### src/rtl/bitslip_word_align.sv
// bitslip_word_align: multi-channel word aligner for deserialised ADC lanes.
//
// Each lane runs a two-word barrel shifter and its own training FSM. A
// train_start pulse makes every lane sweep its bitslip offset from 0 upward.
// A lane locks on the first offset whose output equals TRAIN_PATTERN for
// MATCH_COUNT consecutive words, and then holds that offset. A lane that
// tries every offset without locking reports fail.
//
// Optional feature: define BITSLIP_MANUAL_EN to add manual_en/manual_count,
// which override the slip of each lane directly and hold the FSMs in IDLE.
//
// Ports:
//   clk, rst        clock, synchronous active-high reset
//   din             N_CH raw words, lane c = din[c*DIN_WIDTH +: DIN_WIDTH]
//   train_start     pulse: restart training on all lanes
//   manual_en       (BITSLIP_MANUAL_EN only) manual slip override
//   manual_count    (BITSLIP_MANUAL_EN only) per-lane manual slip
//   dout            aligned words, same packing as din
//   bitslip_count   current slip per lane, $clog2(DIN_WIDTH) bits each
//   locked, fail    per-lane training result
//   all_locked      registered AND of locked

module bitslip_lane #(
  parameter int                   W   = 8,
  parameter logic [W-1:0]         PAT = 8'hF0,
  parameter int                   MC  = 16,
  parameter int                   SC  = 2,
  parameter int                   SW  = $clog2(W)
) (
  input  logic          clk,
  input  logic          rst,
  input  logic [W-1:0]  din,
  input  logic          train_start,
  input  logic          manual_en,
  input  logic [SW-1:0] manual_slip,
  output logic [W-1:0]  dout,
  output logic [SW-1:0] slip,
  output logic          locked,
  output logic          fail
);
  localparam int             MW       = $clog2(MC + 1);
  localparam int             STW      = $clog2(SC + 1);
  localparam logic [SW-1:0]  SLIP_MAX = SW'(W - 1);

  typedef enum logic [2:0] {S_IDLE, S_SETTLE, S_CHECK, S_LOCKED, S_FAIL} state_t;

  state_t         state_q, state_d;
  logic [2*W-1:0] stages_q;
  logic [W-1:0]   dout_q;
  logic [SW-1:0]  slip_q, slip_d;
  logic [MW-1:0]  match_q, match_d;
  logic [STW-1:0] settle_q, settle_d;

  always_ff @(posedge clk) begin
    if (rst) begin
      stages_q <= '0;
      dout_q   <= '0;
      state_q  <= S_IDLE;
      slip_q   <= '0;
      match_q  <= '0;
      settle_q <= '0;
    end else begin
      // Newest word enters the top half; the window at slip straddles the
      // previous and current words, so any rotation is reachable.
      stages_q <= {din, stages_q[2*W-1:W]};
      dout_q   <= stages_q[slip_q +: W];
      state_q  <= state_d;
      slip_q   <= slip_d;
      match_q  <= match_d;
      settle_q <= settle_d;
    end
  end

  always_comb begin
    state_d  = state_q;
    slip_d   = slip_q;
    match_d  = match_q;
    settle_d = settle_q;
    case (state_q)
      S_SETTLE: begin
        // The dout register needs one clk to reflect a new slip, so the
        // wait must cover at least that before the first comparison.
        if (settle_q == STW'(SC - 1)) begin
          state_d  = S_CHECK;
          settle_d = '0;
        end else begin
          settle_d = settle_q + STW'(1);
        end
      end
      S_CHECK: begin
        if (dout_q == PAT) begin
          match_d = match_q + MW'(1);
          if (match_q == MW'(MC - 1)) state_d = S_LOCKED;
        end else if (slip_q != SLIP_MAX) begin
          slip_d   = slip_q + SW'(1);
          match_d  = '0;
          settle_d = '0;
          state_d  = S_SETTLE;
        end else begin
          state_d = S_FAIL;
        end
      end
      default: ;
    endcase
    // Restart overrides whatever the lane was doing this cycle.
    if (train_start) begin
      state_d  = S_SETTLE;
      slip_d   = '0;
      match_d  = '0;
      settle_d = '0;
    end
    // Manual override wins over training entirely.
    if (manual_en) begin
      state_d  = S_IDLE;
      slip_d   = manual_slip;
      match_d  = '0;
      settle_d = '0;
    end
  end

  assign dout   = dout_q;
  assign slip   = slip_q;
  assign locked = (state_q == S_LOCKED);
  assign fail   = (state_q == S_FAIL);
endmodule

module bitslip_word_align #(
  parameter int                   DIN_WIDTH     = 8,
  parameter int                   N_CH          = 4,
  parameter logic [DIN_WIDTH-1:0] TRAIN_PATTERN = 8'hF0,
  parameter int                   MATCH_COUNT   = 16,
  parameter int                   SETTLE_CYCLES = 2
) (
  input  logic                                  clk,
  input  logic                                  rst,
  input  logic [N_CH*DIN_WIDTH-1:0]             din,
  input  logic                                  train_start,
`ifdef BITSLIP_MANUAL_EN
  input  logic                                  manual_en,
  input  logic [N_CH*$clog2(DIN_WIDTH)-1:0]     manual_count,
`endif
  output logic [N_CH*DIN_WIDTH-1:0]             dout,
  output logic [N_CH*$clog2(DIN_WIDTH)-1:0]     bitslip_count,
  output logic [N_CH-1:0]                       locked,
  output logic [N_CH-1:0]                       fail,
  output logic                                  all_locked
);
  localparam int SW = $clog2(DIN_WIDTH);

`ifdef BITSLIP_MANUAL_EN
`else
  logic               manual_en;
  logic [N_CH*SW-1:0] manual_count;
  assign manual_en    = 1'b0;
  assign manual_count = '0;
`endif

  for (genvar c = 0; c < N_CH; c++) begin : g_lane
    bitslip_lane #(
      .W   (DIN_WIDTH),
      .PAT (TRAIN_PATTERN),
      .MC  (MATCH_COUNT),
      .SC  (SETTLE_CYCLES),
      .SW  (SW)
    ) u_lane (
      .clk         (clk),
      .rst         (rst),
      .din         (din[c*DIN_WIDTH +: DIN_WIDTH]),
      .train_start (train_start),
      .manual_en   (manual_en),
      .manual_slip (manual_count[c*SW +: SW]),
      .dout        (dout[c*DIN_WIDTH +: DIN_WIDTH]),
      .slip        (bitslip_count[c*SW +: SW]),
      .locked      (locked[c]),
      .fail        (fail[c])
    );
  end

  always_ff @(posedge clk) begin
    if (rst) all_locked <= 1'b0;
    else     all_locked <= &locked;
  end
endmodule

### config.mk
export PLATFORM = sky130hd
export DESIGN_NAME = bitslip_word_align
export DESIGN_NICKNAME = d
export VERILOG_FILES = /design/src/rtl/bitslip_word_align.sv
export SDC_FILE = /design/constraint.sdc
export NUM_CORES = 1
export LEC_CHECK = 0
export ABC_AREA = 1
export CORE_ASPECT_RATIO = 1.75
export CORE_MARGIN = 10
export CORE_UTILIZATION = 25
export CTS_CLUSTER_SIZE = 30
export DETAILED_ROUTE_END_ITERATION = 10
export GPL_TIMING_DRIVEN = 1
export PLACE_DENSITY = 0.46
export SLEW_MARGIN = 20
export SYNTH_ARGS = -nofsm -noshare
export SYNTH_HDL_FRONTEND = slang
export SYNTH_HIERARCHICAL = 1
export SYNTH_SLANG_ARGS = --single-unit
### constraint.sdc
create_clock -name clk -period 2.69 [get_ports clk]
set_input_delay 0.269 -clock clk [delete_from_list [all_inputs] [get_ports clk]]
set_output_delay 0.269 -clock clk [all_outputs]
set_load 0.005 [all_outputs]
==> results_dict.tcl <==
set metrics [dict create \
    status "finished, final reports clean" \
    die_y_um 241 \
    cp-end-kind "primary output" \
    antenna_found_initial 0 \
    cts-resized-gates 0 \
    final_area_mm2 0.00892 \
    vias_per_cell 4.14 \
    post_synth_num_cell_types 26 \
    cts_hold_buffers 0 \
    yosys-top-cells-count "nand2_1, dfxtp_1, inv_1" \
    p_leak_nw 3.90 \
    regArea_mm2 0.00298 \
    cap_violations 0 \
    critPathRequiredTime_ns 2.42 \
    critical_path.reg2reg.startpoint "g_lane[3].u_lane/slip[0]$_SDFFE_PP0P_" \
    finalWeightedCongestion 0.772 \
    startpoint_of_the_most_critical_hold_path "rst" \
    dp_area_mm2 0.00832 \
    final_net_count 1177 \
    global_route_wire_length_before_repair_um 29400 \
    clk_transition_reported_paths_ns 0.06 \
    total_number_of_clock_tree_sinks 149 \
    async_reset_ff_share_pct 0 \
    cts.repair_timing.setup_buffer_count 0 \
    fillers 3035 \
    portBuffers 87 \
    syn_avg_cell_area_um2 6.90 \
    netlist_top_cells_area "dfxtp_1, nand2_1, inv_1, nor2_1, a21oi_1" \
    synth_edf_count 0 \
    synthDominantCellAreaShare_pct 42.8 \
    hp-class "in -> reg" \
    detail_route.drc_violations 0 \
    rsz0062_at_grt "false" \
    fp.dieW_um 146 \
    floorplan.rows 80 \
    clk_latency_ns 0.43 \
    primary_flip_flop_cell_chosen_by_synthesis_mapping "dfxtp_1" \
    timing.final.crit_share_pct 80.2 \
    cts-htree-levels 4 \
    initial_core_util_pct 25.4 \
    synth_top_family_by_area "simple AND/OR/NAND/NOR gates" \
    synth-simple-area-share_pct 28.2 \
    routed_wl_um 17700 \
    synth.cell_area_mm2 0.00696 \
    tightestPinTransition_ns 0.596 \
    maximum_clock_frequency_ghz 0.463 \
    timing.max_slew.rel_slack_pct 60.3 \
    core_area_mm2 0.0274 \
    final-instance-count-excl-fill 1507 \
    worstPathArrival_ns 1.89 \
    grt_remaining_overflow 0 \
    synth_fa_ha_area_share_pct 2.87 \
    cp-start-kind "flop" \
    critical_path.startpoint "g_lane[3].u_lane/state_q[0]$_SDFFE_PP0P_" \
    yosysMostFrequentCell "nand2_1" \
    crit_path_max_fanout 4 \
    setup-violations-final 0 \
    route.detailed.wl_per_inst_um 11.8 \
    final_hold_violating_endpoints 0 \
    clock-root-buffer "clkbuf_16" \
    synth_compound_gate_area_share_pct 12.9 \
    boundaryPins 88 \
    clock_tree_from_tritoncts "done" \
    design.die.area_mm2 0.0352 \
    first_global_vias 6238 \
    hpwl_um 13500 \
    synth.area.mux_share_pct 1.72 \
    drive_above_1_share_pct 6.50 \
    finalMaxSlewViolations 0 \
    finalWorstPathRequiredPeriod_ns 2.16 \
    groute.usage.overall_pct 10.4 \
    post_synth_xor_area_fraction_pct 0.503 \
    detail_route.iter0.violations 217 \
    post_synth_inst_count 1010 \
    cts_buffers 17 \
    yosys_warnings 6 \
    antenna_violating_nets_post_route 0 \
    yosys_register_bits 149 \
    area.growth.synth_to_final_pct 28.1 \
    power_density_mw_per_mm2 623 \
    clock-skew-final_ns 0.00572 \
    grt_max_degree 48 \
    drt-pass1-iter-count 4 \
    totalPowerFinal_mw 5.55 \
    ctsLongestPathBuffers 2 \
    antenna_cells 0 \
    timing.setup.tns_ns 0 \
    synth_sequential_area_ratio_pct 42.8 \
    route.vias.total 6236 \
    multiInputGateArea_mm2 0.00334 \
    netlist.top_cell.by_area "dfxtp_1" \
    place_inst 1476 \
    vdd_drop_max_uv 449 \
    critical_setup_path_class "reg -> out" \
]
-- through the flow --
step	util (%)	setup WS [ns]	hold slack (ns)
2_1_floorplan	-	1.38	0.338
3_3_place_gp	30.3	0.859	0.393
3_5_place_dp	30.3	0.782	0.394
4_1_cts	32.5	0.452	0.295
5_1_grt	32.5	0.394	0.331
6_report	32.5	0.532	0.322
-- power by group --
group / leakage [nW] / total (mW) / internal (mW) / switching, mW
logic: 2.38 / 0.688 / 0.314 / 0.374
registers: 1.22 / 2.41 / 2.32 / 0.0956
clock network: 0.297 / 2.45 / 1.53 / 0.925
-- area by class of cell --
cell class	instances	area share, %
timing repair buffer	94	10.5
clock buffer	23	5.36
inverter	161	6.77
tap	369	5.18
sequential	149	33.4
multi-input combinational	703	37.4
clock inverter	8	1.37
-- worst paths after layout --
| path | slack [ns] | endpoint | cells after the start |
|---|---|---|---|
| worst min-delay path | 0.32 | g_lane[0].u_lane/stages_q[10]$_SDFF_PP0_ | 2 |
| worst max-delay path | 0.53 | locked[3] | 3 |
| worst min register to register | 0.40 | g_lane[1].u_lane/stages_q[7]$_SDFF_PP0_ | 2 |
| worst max register to register | 1.01 | g_lane[3].u_lane/dout[4]$_SDFF_PP0_ | 7 |
-- critical path: stages, from the launching register on --
cell and delay (ns):
dfxtp_1 0.38, inv_2 0.07, nor3_1 0.41, clkdlybuf4s50_1 0.60
-- metal layers --
| layer | GRT usage [%] | up-vias | routed length [um] |
|---|---|---|---|
| met5 | 0 | - | 0 |
| met3 | 2.78 | 20 | 548 |
| met1 | 9.91 | 2789 | 7020 |
| li1 | - | 3353 | - |
| met4 | 4.81 | 0 | 390 |
| met2 | 20.0 | 74 | 9790 |
-- cell usage in the layout (no fill, tap or decap), types with 3 or more instances in the layout --
master / netlist / final
o21ai_0: 56 / 56
nand2_2: 12 / 12
or2_1: 8 / 8
clkdlybuf4s50_1: 0 / 86
ha_1: 16 / 16
nand3_2: 5 / 5
o21ai_1: 28 / 28
nor3_1: 12 / 12
bufinv_16: 0 / 3
clkinv_2: 0 / 3
nor2_4: 4 / 4
nand3_1: 56 / 56
inv_2: 12 / 12
xor2_1: 4 / 4
conb_1: 1 / 32
clkbuf_16: 0 / 17
a21oi_1: 72 / 72
dfxtp_1: 149 / 149
o21a_1: 4 / 4
a22oi_1: 8 / 8
nor2_1: 136 / 136
clkbuf_1: 16 / 3
clkbuf_8: 0 / 3
buf_4: 4 / 7
nor2_2: 5 / 5
mux2i_1: 12 / 12
nand2_1: 229 / 229
inv_1: 149 / 149
o211ai_1: 4 / 4
-- cell families (layout without fill, tap and decap cells) --
group,count (synthesis),after routing
buf+inv,189,286
simple gates,467,467
xor+xnor,4,4
fa+ha+maj,16,16
mux,12,12
other cells,1,32
compound gates,172,172
flops,149,149
-- sequential cells by signal, indices dropped and copies added (netlist names) --
| signal | cells |
|---|---|
| g_lane.u_lane/dout | 32 |
| g_lane.u_lane/slip | 12 |
| all_locked | 1 |
| g_lane.u_lane/stages_q | 64 |
| g_lane.u_lane/settle_q | 8 |
| g_lane.u_lane/state_q | 12 |
| g_lane.u_lane/match_q | 20 |
(Power assumes the default switching activity.)
